--- src/rtl/lcd_write_scheduler.sv ---
// Shares a two-row character LCD between two row-owning text producers: round-robin
// per character, set-DDRAM-address insertion only when the cursor is elsewhere, clear sequencing.
module lcd_write_scheduler #(
  parameter int COLS = 16
) (
  input  logic       clk,
  input  logic       reset_n,
  input  logic       req0_valid,
  input  logic [7:0] req0_char,
  output logic       req0_ready,
  input  logic       req1_valid,
  input  logic [7:0] req1_char,
  output logic       req1_ready,
  input  logic       clr_req,
  output logic       lcd_valid,
  output logic       lcd_rs,
  output logic [7:0] lcd_data,
  input  logic       lcd_ready,
  output logic       busy
);
  localparam int CW = (COLS > 1) ? $clog2(COLS) : 1;
  localparam logic [CW-1:0] LAST_COL = CW'(COLS - 1);
  localparam logic [CW-1:0] COL_ONE  = CW'(1);

  localparam logic [1:0] S_IDLE  = 2'd0;
  localparam logic [1:0] S_ADDR  = 2'd1;
  localparam logic [1:0] S_CHAR  = 2'd2;
  localparam logic [1:0] S_CLEAR = 2'd3;

  logic [1:0]    state;
  logic [CW-1:0] col0, col1, cursor_col;
  logic          cursor_valid, cursor_row;
  logic          g, last_grant, clr_pend;
  logic [7:0]    char_q;

  logic          grant_any, grant_sel, need_addr, xfer;
  logic [CW-1:0] col_g, col_sel;

  assign xfer    = lcd_valid & lcd_ready;
  assign col_g   = g ? col1 : col0;
  assign col_sel = grant_sel ? col1 : col0;

  // A pending clear blocks both requesters; a tie goes to whoever did not win last.
  always_comb begin
    grant_any = 1'b0;
    grant_sel = 1'b0;
    if (state == S_IDLE && !clr_pend) begin
      if (req0_valid && req1_valid) begin
        grant_any = 1'b1;
        grant_sel = ~last_grant;
      end else if (req0_valid) begin
        grant_any = 1'b1;
        grant_sel = 1'b0;
      end else if (req1_valid) begin
        grant_any = 1'b1;
        grant_sel = 1'b1;
      end
    end
  end

  assign need_addr = !cursor_valid || (cursor_row != grant_sel) || (cursor_col != col_sel);

  assign req0_ready = reset_n & grant_any & ~grant_sel;
  assign req1_ready = reset_n & grant_any & grant_sel;
  assign busy       = (state != S_IDLE) | clr_pend;

  always_ff @(posedge clk or negedge reset_n) begin
    if (!reset_n) begin
      state      <= S_IDLE;
      g          <= 1'b0;
      last_grant <= 1'b1;
    end else begin
      case (state)
        S_IDLE: begin
          if (clr_pend) begin
            state <= S_CLEAR;
          end else if (grant_any) begin
            g          <= grant_sel;
            last_grant <= grant_sel;
            state      <= need_addr ? S_ADDR : S_CHAR;
          end
        end
        S_ADDR:  if (xfer) state <= S_CHAR;
        S_CHAR:  if (xfer) state <= S_IDLE;
        S_CLEAR: if (xfer) state <= S_IDLE;
        default: state <= S_IDLE;
      endcase
    end
  end

  // Column and cursor tracking mirror the LCD's auto-increment; a row wrap forgets the cursor.
  always_ff @(posedge clk or negedge reset_n) begin
    if (!reset_n) begin
      col0         <= '0;
      col1         <= '0;
      cursor_valid <= 1'b0;
      cursor_row   <= 1'b0;
      cursor_col   <= '0;
    end else if (xfer && state == S_CHAR) begin
      if (col_g == LAST_COL) begin
        if (g) col1 <= '0;
        else   col0 <= '0;
        cursor_valid <= 1'b0;
      end else begin
        if (g) col1 <= col1 + COL_ONE;
        else   col0 <= col0 + COL_ONE;
        cursor_row   <= g;
        cursor_col   <= col_g + COL_ONE;
        cursor_valid <= 1'b1;
      end
    end else if (xfer && state == S_CLEAR) begin
      col0         <= '0;
      col1         <= '0;
      cursor_valid <= 1'b1;
      cursor_row   <= 1'b0;
      cursor_col   <= '0;
    end
  end

  // A clear request landing on the clear's own transfer stays pending for another clear.
  always_ff @(posedge clk or negedge reset_n) begin
    if (!reset_n) begin
      clr_pend <= 1'b0;
    end else if (state == S_CLEAR && xfer) begin
      clr_pend <= clr_req;
    end else if (clr_req) begin
      clr_pend <= 1'b1;
    end
  end

  always_ff @(posedge clk) begin
    if (grant_any) char_q <= grant_sel ? req1_char : req0_char;
  end

  always_comb begin
    lcd_valid = 1'b0;
    lcd_rs    = 1'b0;
    lcd_data  = 8'h00;
    case (state)
      S_ADDR: begin
        lcd_valid = 1'b1;
        lcd_data  = 8'h80 | (g ? 8'h40 : 8'h00) | 8'(col_g);
      end
      S_CHAR: begin
        lcd_valid = 1'b1;
        lcd_rs    = 1'b1;
        lcd_data  = char_q;
      end
      S_CLEAR: begin
        lcd_valid = 1'b1;
        lcd_data  = 8'h01;
      end
      default: ;
    endcase
  end

endmodule

--- config.mk ---
export PLATFORM = sky130hd
export DESIGN_NAME = lcd_write_scheduler
export DESIGN_NICKNAME = d
export VERILOG_FILES = /design/src/rtl/lcd_write_scheduler.sv
export SDC_FILE = /design/constraint.sdc
export NUM_CORES = 1
export LEC_CHECK = 0
export CORE_ASPECT_RATIO = 0.75
export CORE_UTILIZATION = 25
export DETAILED_ROUTE_END_ITERATION = 10
export PLACE_DENSITY = 0.47
export SETUP_SLACK_MARGIN = 0.4
export SLEW_MARGIN = 20
export SYNTH_ARGS = -nofsm -noshare
export SYNTH_HDL_FRONTEND = slang
export SYNTH_SLANG_ARGS = --single-unit
--- constraint.sdc ---
create_clock -name clk -period 6.2 [get_ports clk]
set_input_delay 1.24 -clock clk [delete_from_list [all_inputs] [get_ports clk]]
set_output_delay 1.24 -clock clk [all_outputs]
set_load 0.05 [all_outputs]
# After elaboration in Yosys (flattened, before gate mapping)
# Index checks and enable logic that the tools add are counted.
[totals]
inputBits = 22
reg_bits = 27
[classes]
mux = 39
reduce_logical = 19
n_bitwise = 9
addsub = 3
eq_ne = 12
[op_table]
columns = ["operator", "count"]
rows = [
  ["2-to-1 mux 4 bit", 13],
  ["case mux 8 bit (3 select lines)", 1],
  ["2-to-1 mux 1 bit", 17],
  ["adder 4 x 1 -> 4 bit (second input constant)", 3],
  ["2-to-1 mux 2 bit", 5],
  ["2-to-1 mux 8 bit", 1],
  ["!= test 2 bit (second input constant)", 4],
  ["bitwise OR 8 x 4 -> 8 bit", 1],
  ["2-to-1 mux 7 bit", 1],
  ["case mux 2 bit (3 select lines)", 1],
  ["AND reduction 2 bit", 3],
  ["AND reduction 3 bit", 2],
  ["nonzero test 2 bit", 3],
  ["bitwise AND 1 bit", 4],
  ["== test 2 bit (second input constant)", 2],
  ["== test 4 bit (second input constant)", 1],
  ["logical AND 1 bit", 4],
  ["!= test 4 bit", 1],
  ["!= test 3 bit (second input constant)", 1],
  ["NOT 1 bit", 3],
  ["OR reduction 3 bit", 1],
  ["== test 2 x 1 -> 1 bit (second input constant)", 1],
  ["zero test 1 bit", 2],
  ["zero test 2 bit", 1],
  ["other kinds (5)", 6],
]

# Longest topological paths before layout
# Gate-level depths: netlist (run 1).
[depth]
depth_word = 11
ltp_mapped = 8

# Worst setup path before layout (run 1)
# OpenSTA, ideal clock, no wires.
[synth_path]
path_type = "input-to-output"
startpoint = "in req0_valid"
endpoint = "out req1_ready"
slack_ns = 2.642
required_ns = 4.960
path_stages = 4
path_buffers = 1
arrival_ns = 2.318
path_cell_list = "nand2_1 nand3_1 buf_1 nor2_1"
[synth_via]
elab_chain_cells = 5
elab_cells_between_ends = 9
[synth_lines]
columns = ["item", "line", "source"]
rows = [
  ["start, declared", "8", "input logic req0_valid,"],
  ["2-to-1 mux 1 bit / logical AND 1 bit (equally long branches)", "51, 48", ""],
  ["2-to-1 mux 1 bit", "48", "if (req0_valid && req1_valid) begin"],
  ["2-to-1 mux 1 bit", "47", "if (state == S_IDLE && !clr_pend) begin"],
  ["bitwise AND 1 bit", "64", "assign req1_ready = reset_n & grant_any & grant_sel;"],
  ["bitwise AND 1 bit (*)", "64", ""],
  ["end, declared", "13", "output logic req1_ready,"],
]
# Every way passes the cells marked *; elsewhere a longest branch is shown, timed or not.

# Worst setup path after layout (run 1)
[layout_path]
startpoint = "in reset_n"
endpoint = "out req1_ready"
[layout_via]
elab_chain_cells = 2
[layout_lines]
columns = ["item", "line", "source"]
rows = [
  ["start, declared", "7", "input logic reset_n,"],
  ["bitwise AND 1 bit (2 in a row)", "64", ""],
]
# No other way between the ends.

==> results of run 1 <==
==> layout make-up <==
type	count	area, µm²
tap	78	97.59
sequential	27	716.9
multi-input combinational	115	760.7
clock buffer	4	45.04
timing repair buffer	36	355.3
fill	631	3876
inverter	9	33.78
==> flip-flops by register name, indices dropped and copies added (netlist names) <==
signal        cells
state             2
col1              4
last_grant        1
cursor_valid      1
char_q            8
clr_pend          1
col0              4
cursor_col        4
g                 1
cursor_row        1
==> cell families (layout without fill, tap and decap cells) <==
kind of cell	Yosys count	in the layout	synth area share, %
multiplexers	15	15	11.23
adder cells (fa/ha/maj)	3	3	2.424
AO/OA/AOI/OAI	35	35	14.46
AND/OR/NAND/NOR	55	55	17.04
flip-flops	27	27	46.28
buffers and inverters	15	49	4.604
XOR/XNOR	7	7	3.958
==> worst max-delay path: cells and delay by family <==
| kind | cells | cell delay (ps) |
|---|---|---|
| buf+inv | 3 | 1670 |
| simple gates | 1 | 150 |
==> synth_stat cells (2+ instances only) <==
| library cell | instances |
|---|---|
| nor2_1 | 10 |
| ha_1 | 3 |
| o2111a_1 | 2 |
| xnor2_1 | 4 |
| buf_6 | 2 |
| o21ai_0 | 18 |
| edfxtp_1 | 8 |
| nor3_1 | 3 |
| xor2_1 | 3 |
| inv_1 | 9 |
| nand3_1 | 9 |
| nand2_1 | 23 |
| mux2i_1 | 2 |
| and2_1 | 3 |
| a21oi_1 | 5 |
| dfrtp_1 | 18 |
| clkbuf_1 | 3 |
| mux2_2 | 11 |
| mux2_4 | 2 |
==> metal layers <==
metal	wire, µm	track usage, %	part of all wire [%]
met1	2083	21.53	55
met2	1493	17.81	40
met3	179	3.268	4.7
met4	21	2.051	0.56
met5	0	0	0
==> stage by stage <==
stage                     worst slack (ps)  util (%)  std cells  hold slack (ps)
after global placement                1866     33.38        265            491.9
after floorplan                       2642         -        157            466.6
after CTS                             1879     34.14        269            517.8
final                                 1900     34.14        269            520.3
after global routing                  1757     34.14        269            534.5
after detailed placement              1894     33.38        265            491.6
==> report_power, final <==
group          internal, mW  leakage (nW)  switching, mW
Sequential            0.227         0.315         0.0740
Combinational         0.146         0.464          0.231
Clock                0.0462        0.0228         0.0580
Total                 0.419         0.802          0.363
==> path summary, 6_finish.rpt <==
| path | start | endpoint | slack (ps) | cells after the start |
|---|---|---|---|---|
| worst max-delay path | reset_n | req1_ready | 1900 | 4 |
| worst min-delay path | cursor_col[1] | cursor_col[1] | 520 | 2 |
| worst max register to register | g | col0[2] | 3770 | 5 |
| worst min register to register | cursor_col[1] | cursor_col[1] | 520 | 2 |
| max in group asynchronous | reset_n | col1[1] | 4380 | 2 |
| min in group asynchronous | reset_n | state[0] | 1270 | 1 |
==> impl_results.md, run 1 <==
* Max_slew headroom at 49.94%
* Leakage at 0.8021 nW
* Die X at 92.89 µm
* Tightest Pin Transition at 748.1 ps
* Setup TNS at 0 ps
* PwrDens at 389.3 nW/µm²
* Detail Route Antenna Nets at 0
* Final WL at 3.777 mm
* Syn Area/Cell at 9.866 µm²
* CP max stage cell: clkdlybuf4s50_1
* Worst hold path type: reg2reg
* CP Max Fanout at 9
* FF+latch count, synth at 27
* Die Ht at 70.17 µm
* Post-synth EDFFs at 8
* Clock transition at path regs at 100 ps
* CP startpoint kind: input pin
* Initial antenna violation count at 0
* Final min period at 4300 ps
* Post-synthesis sequential area ratio at 46.28%
* CP arrival at 3060 ps
* Final worst-path cycle share at 69.36%
* Antenna cells at 0
* DR WL/cell at 14.04 µm
* Finished Cell Area at 2009 µm²
* Placer Congestion at 0.7757
* Total track usage at 13.35%
* Req. time, crit path at 4960 ps
* Kind of critical path: in2out
* Ys Warns at 0
* Root Buffer Master: clkbuf_8
* Io pins at 35
* Mapped cell area at 1549 µm²
* Final hold vios at 0
* CTS tree: yes
* DRT Pass-1 Iters at 4
* Pwr Total at 782.2 µW
* Port Buf Inserts at 34
* Clock tree buffer depth at 2
* RSZ-0062 raised after global routing: false
* Pins Over Slew Limit at 0
* Vias in the first global route at 1271
* Nets@finish at 217
* Num rows at 24
* DP HPWL at 2.855 mm
* Top cells by area, synth: dfrtp_1 29%, edfxtp_1 16%, mux2_2 8.0%
* Max Cap Viol at 0
* Total CTS buffers at 3
* Post-synth top area share at 29.08%
* Core Area at 5886 µm²
* Cells after Synth at 157
* Post-Place Cell Area at 1964 µm²
* Setup crit end kind: output pin
* Htree depth at 1
* Num Clock Sinks at 27
* Leading cell types in the layout, fill and taps excluded: 34 x clkdlybuf4s50_1, 23 x nand2_1, 18 x o21ai_0, 18 x dfrtp_1, 11 x mux2_2
* Highest clock rate at 0.2325 GHz
* Slowest cell delay on critical path at 820 ps
* DRC at 0
* Overall die area at 6518 µm²
* CP Cell Sequence: clkdlybuf4s50_1 -> inv_1 -> nor2_1 -> clkdlybuf4s50_1
* Async SR Flop Fraction at 70.37%
* Area growth, synth to finish at 29.73%
* Final setup vio count at 0
* Largest net degree at the start of global routing at 15
* Worst vdd ir at 110.2 µV
* First-pass GRT wire length at 6.699 mm
* Main synth FF type: dfrtp_1
* Most common cell on crit path: clkdlybuf4s50_1
* Routed via count at 1252
* Total grt overflow at 0
* Status: finished, final reports clean
* Post-synthesis cell type count at 38
* Worst skew pair latency at 280 ps
* Setup Buffers After CTS at 0
* Resized cells post-CTS at 0
* Share of cells above drive strength 1 at 10.99%
* Commonest non-fill, non-tap cell in the layout: clkdlybuf4s50_1
* Worst Skew at 4.197 ps
* Initial Util at 26.32%
* Yosys top cell by area: dfrtp_1
* 1st-iter DRT viols at 61
* Post-Syn Nets at 182
* Avg Vias per Cell at 4.654
* Hold Buf Count CTS at 0
Note: power is estimated with default switching activity, not from simulation.
==> inputs of run 2 (changes only) <==
==> constraint.sdc (replaced) <==
create_clock -name clk -period 4 [get_ports clk]
set_input_delay 0.8 -clock clk [delete_from_list [all_inputs] [get_ports clk]]
set_output_delay 0.8 -clock clk [all_outputs]
set_load 0.05 [all_outputs]
==> impl_results.md, run 2 (synthesis gave the netlist of run 1 again) <==
* Status: finished, final reports clean (unchanged)
* Largest net degree at the start of global routing at 20 (was 15)
* 1st-iter DRT viols at 58 (was 61)
* PwrDens at 598.7 nW/µm² (was 389.3 nW/µm²)
* Leakage at 0.8062 nW (was 0.8021 nW)
* Worst Skew at 2.789 ps (was 4.197 ps)
* Layout Utilization at 34.06% (was 34.14%)
* Root Buffer Master: clkbuf_8 (unchanged)
* Detail Route Antenna Nets at 0 (unchanged)
* Storage element area at 716.9 µm² (unchanged)
* Num Clock Sinks at 27 (unchanged)
* Max reg flops at 8 (unchanged)
* Final min period at 3138 ps
* Req. time, crit path at 3200 ps (was 4960 ps)
* Tightest Pin Transition at 798.9 ps (was 748.1 ps)
* Initial antenna violation count at 0 (unchanged)
* CP arrival at 2340 ps (was 3060 ps)
* Area growth, synth to finish at 29.40% (was 29.73%)
* Overall die area at 6518 µm² (unchanged)
* DP HPWL at 2.945 mm (was 2.855 mm)
* Fillers at 627 (was 631)
* Final WL at 3.824 mm (was 3.777 mm)
* HP Start: cursor_col[1] (unchanged)
* Vias in the first global route at 1188 (was 1271)
* CP Max Fanout at 14 (was 9)
* Clock transition at path regs at 90 ps (was 100 ps)
* Max_slew headroom at 46.54% (was 49.94%)
* Place WS at 1157 ps (was 1894 ps)
* Final hold vios at 0 (unchanged)
* Worst vdd ir at 201.6 µV (was 110.2 µV)
* Io pins at 35 (unchanged)
* Worst Setup Slack, final at 862.4 ps (was 1900 ps)
* Commonest non-fill, non-tap cell in the layout: clkdlybuf4s50_1 (unchanged)
* Setup TNS at 0 ps (unchanged)
* RSZ-0062 raised after global routing: false (unchanged)
* Slowest cell delay on critical path at 830 ps (was 820 ps)
* Area occupied by multi-input gates at 760.7 µm² (unchanged)
* Kind of critical path: reg2out (was in2out)
* Placer Congestion at 0.7506 (was 0.7757)
* Setup Buffers After CTS at 0 (unchanged)
* Num rows at 24 (unchanged)
* DRC at 0 (unchanged)
* Initial Util at 26.32% (unchanged)
* Pins Over Slew Limit at 0 (unchanged)
* Resized cells post-CTS at 0 (unchanged)
* Worst hold path type: reg2reg (unchanged)
* Highest clock rate at 0.3187 GHz
* Htree depth at 1 (unchanged)
* Routed via count at 1250 (was 1252)
* CTS tree: yes (unchanged)
* DRT Pass-1 Iters at 6 (was 4)
* R2R Path Start: g (unchanged)
* CP startpoint kind: register (was input pin)
* Worst skew pair latency at 270 ps (was 280 ps)
* Top reg by flops: char_q (unchanged)
* Total grt overflow at 0 (unchanged)
* Max Cap Viol at 0 (unchanged)
* Total CTS buffers at 3 (unchanged)
* CP startpoint: state[0] (was reset_n)
* Port Buf Inserts at 34 (unchanged)
* Leading cell types in the layout, fill and taps excluded: 32 x clkdlybuf4s50_1, 23 x nand2_1, 18 x o21ai_0, 18 x dfrtp_1, 11 x mux2_2 (was 34 x clkdlybuf4s50_1, 23 x nand2_1, 18 x o21ai_0, 18 x dfrtp_1, 11 x mux2_2)
* Hold WS at 513.0 ps (was 520.3 ps)
* Hold Buf Count CTS at 0 (unchanged)
* Final worst-path cycle share at 78.44%
* First-pass GRT wire length at 6.154 mm (was 6.699 mm)
* CP max stage cell: clkdlybuf4s50_1 (unchanged)
* Core Area at 5886 µm² (unchanged)
* Final setup vio count at 0 (unchanged)
* Die X at 92.89 µm (unchanged)
* Avg Vias per Cell at 4.647 (was 4.654)
* DR WL/cell at 14.22 µm (was 14.04 µm)
* Nets@finish at 217 (unchanged)
* CP Cell Sequence: nor2b_1 -> nand2_1 -> o21ai_0 -> clkdlybuf4s50_1 (was clkdlybuf4s50_1 -> inv_1 -> nor2_1 -> clkdlybuf4s50_1)
* Clock tree buffer depth at 2 (unchanged)
* Die Ht at 70.17 µm (unchanged)
* Total track usage at 12.37% (was 13.35%)
* Antenna cells at 0 (unchanged)
* Share of cells above drive strength 1 at 12.04% (was 10.99%)
* Setup crit end kind: output pin (unchanged)
-- run 2: power by group --
group / internal [mW] / total, mW / switching [mW]
combinational: 0.225 / 0.581 / 0.356
sequential: 0.352 / 0.463 / 0.111
clock: 0.0713 / 0.155 / 0.0839
-- run 2: final timing paths --
path                                 end  slack (ps)  depth (start not counted)
setup / recovery             lcd_data[1]         860                          4
hold / removal             cursor_col[1]         510                          2
setup reg to reg                 col0[2]        1540                          5
hold reg to reg            cursor_col[1]         510                          2
max in group asynchronous     last_grant        2760                          2
min in group asynchronous     cursor_row         980                          2
-- run 2: layout make-up --
| class | count | area share (%) |
|---|---|---|
| repair buffers | 36 | 17.48 |
| clock buffers | 4 | 2.247 |
| well taps | 78 | 4.869 |
| inverters | 9 | 1.685 |
| multi-input cells | 115 | 37.95 |
| flip-flops and latches | 27 | 35.77 |
-- run 2: critical path: cells and delay by family (launching register included) --
kind | cells | cell delay, ps
buf+inv | 1 | 830
simple gates | 2 | 580
flops | 1 | 560
compound gates | 1 | 90
-- run 2: metal layers --
layer  routed length [µm]  vias to the layer above  GRT usage (%)
li1                     -                      626              -
met1                 2089                      600          19.67
met2                 1566                       22          17.16
met3                  158                        2          3.159
met4                   10                        0          1.026
met5                    0                        -              0
-- run 2: through the flow --
| step | cell area [µm²] | instances | power [mW] |
|---|---|---|---|
| after floorplan | 1549 | 157 | 0.8749 |
| after global placement | 1959 | 265 | 1.055 |
| after detailed placement | 1959 | 265 | 1.052 |
| after CTS | 2004 | 269 | 1.210 |
| after global routing | 2004 | 269 | 1.282 |
| final | 2004 | 269 | 1.200 |
==> inputs of run 3 (changes only) <==
==> constraint.sdc (replaced) <==
create_clock -name clk -period 3.1 [get_ports clk]
set_input_delay 0.62 -clock clk [delete_from_list [all_inputs] [get_ports clk]]
set_output_delay 0.62 -clock clk [all_outputs]
set_load 0.05 [all_outputs]
==> impl_results.md, run 3 (synthesis gave the netlist of run 1 again) <==
* Status: finished, final reports clean (unchanged)
* Clock tree buffer depth at 2 (unchanged)
* Fillers at 615 (was 627)
* Max Cap Viol at 0 (unchanged)
* Top reg by flops: char_q (unchanged)
* Worst skew pair latency at 280 ps (was 270 ps)
* R2R depth at 5 (unchanged)
* Worst vdd ir at 287.0 µV (was 201.6 µV)
* CP arrival at 1930 ps (was 2340 ps)
* CP startpoint kind: register (unchanged)
* Final WL at 3.812 mm (was 3.824 mm)
* CP Cell Sequence: nor2b_2 -> nand2_1 -> o21ai_0 -> dlygate4sd2_1 (was nor2b_1 -> nand2_1 -> o21ai_0 -> clkdlybuf4s50_1)
* Detail Route Antenna Nets at 0 (unchanged)
* Resized cells post-CTS at 9 (was 0)
* Total CTS buffers at 3 (unchanged)
* DRC at 0 (unchanged)
* HP Start: cursor_col[1] (unchanged)
* Final worst-path cycle share at 82.23%
* Clock transition at path regs at 90 ps (about the same)
* Max reg flops at 8 (unchanged)
* Initial antenna violation count at 0 (unchanged)
* Place WS at 419.5 ps (was 1157 ps)
* First-pass GRT wire length at 6.141 mm (was 6.154 mm)
* PwrDens at 752.4 nW/µm² (was 598.7 nW/µm²)
* Antenna cells at 0 (unchanged)
* Worst Setup Slack, final at 551.0 ps (was 862.4 ps)
* Final setup vio count at 0 (unchanged)
* Setup TNS at 0 ps (unchanged)
* Final min period at 2549 ps
* Pwr Total at 1.547 mW (was 1.200 mW)
* Num rows at 24 (unchanged)
* DR WL/cell at 13.96 µm (was 14.22 µm)
* Final hold vios at 0 (unchanged)
* Leading cell types in the layout, fill and taps excluded: 23 x nand2_1, 23 x clkdlybuf4s50_1, 18 x o21ai_0, 18 x dfrtp_1, 11 x mux2_2 (was 32 x clkdlybuf4s50_1, 23 x nand2_1, 18 x o21ai_0, 18 x dfrtp_1, 11 x mux2_2)
* Die X at 92.89 µm (unchanged)
* Buf/Inv on CP at 1 (unchanged)
* Crit path max-delay family: buffers and inverters (unchanged)
* Hold Buf Count CTS at 0 (unchanged)
* Core Area at 5886 µm² (unchanged)
* Req. time, crit path at 2480 ps (was 3200 ps)
* DRT Pass-1 Iters at 4 (was 6)
* CTS tree: yes (unchanged)
* Highest clock rate at 0.3923 GHz
* Initial Util at 26.32% (unchanged)
* RR Endpoint: col0[2] (unchanged)
* Share of cells above drive strength 1 at 14.87% (was 12.04%)
* Num Clock Sinks at 27 (unchanged)
* Finished Cell Area at 2056 µm² (was 2004 µm²)
* Hold path endpoint: cursor_col[1] (unchanged)
* 1st-iter DRT viols at 47 (was 58)
* Largest net degree at the start of global routing at 16 (was 20)
* Setup Buffers After CTS at 0 (unchanged)
* Leakage at 0.8758 nW (was 0.8062 nW)
* Avg Vias per Cell at 4.601 (was 4.647)
* Area growth, synth to finish at 32.71% (was 29.40%)
* Die Ht at 70.17 µm (unchanged)
* Port Buf Inserts at 34 (unchanged)
* Total grt overflow at 0 (unchanged)
* Layout Utilization at 34.93% (was 34.06%)
* Kind of critical path: reg2out (unchanged)
* Post-Place Cell Area at 2014 µm² (was 1959 µm²)
* Vias in the first global route at 1207 (was 1188)
* Tightest Pin Transition at 602.2 ps (was 798.9 ps)
* CP Max Fanout at 9 (was 14)
* Placer Congestion at 0.7244 (was 0.7506)
* Io pins at 35 (unchanged)
* RSZ-0062 raised after global routing: false (unchanged)
* Total track usage at 12.42% (was 12.37%)
* CP max stage cell: dlygate4sd2_1 (was clkdlybuf4s50_1)
* Root Buffer Master: clkbuf_8 (unchanged)
* Pins Over Slew Limit at 0 (unchanged)
* R2R setup slack at 870 ps (was 1540 ps)
* Htree depth at 1 (unchanged)
* DP HPWL at 2.934 mm (was 2.945 mm)
* Overall die area at 6518 µm² (unchanged)
* Worst Skew at 9.010 ps (was 2.789 ps)
* Max_slew headroom at 59.43% (was 46.54%)
* Worst hold path type: reg2reg (unchanged)
* Hold Path Cell Cnt at 2 (unchanged)
* Nets@finish at 221 (was 217)
* Slowest cell delay on critical path at 560 ps (was 830 ps)
* R2R Path Start: g (unchanged)
* Routed via count at 1256 (was 1250)
* Setup crit end kind: output pin (unchanged)
[run 3: cell type report]
class,instances,area (µm²),area share (%)
inverters,9,33.78,1.643
well taps,78,97.59,4.747
flip-flops and latches,27,716.9,34.88
repair buffers,40,397.9,19.35
clock inverters,1,5.005,0.2435
multi-input cells,115,763.2,37.13
clock buffers,3,41.29,2.009
[run 3: power by group]
part	switching, mW	total, mW	internal, mW
Sequential	0.118	0.572	0.454
Combinational	0.489	0.768	0.279
Clock	0.116	0.206	0.0903
[run 3: worst max-delay path by stage]
stage,from,slack [ps],endpoint,cells after the start
final,state[1],550,lcd_data[1],4
after CTS,state[1],400,lcd_rs,2
after floorplan,state[0],530,lcd_data[2],3
after global routing,state[1],410,lcd_data[1],4
after global placement,state[1],450,lcd_data[1],4
after detailed placement,state[1],420,lcd_data[1],4
[run 3: tightest hold or removal path: stages (launching register included)]
cell and delay (ps):
dfrtp_1 360, nand3_1 70, nand2_1 60
[run 3: metrics by stage]
step / instances / hold slack, ps
after global routing: 273 / 563.8
final: 273 / 520.7
after detailed placement: 269 / 506.0
after CTS: 273 / 528.3
after floorplan: 157 / 324.4
after global placement: 269 / 485.8
[run 3: layer usage]
metal,track usage (%),wire (µm),part of all wire [%]
met2,16.50,1544,41
met1,19.75,2083,55
met5,0,0,0
met4,2.564,28,0.73
met3,3.159,156,4.1
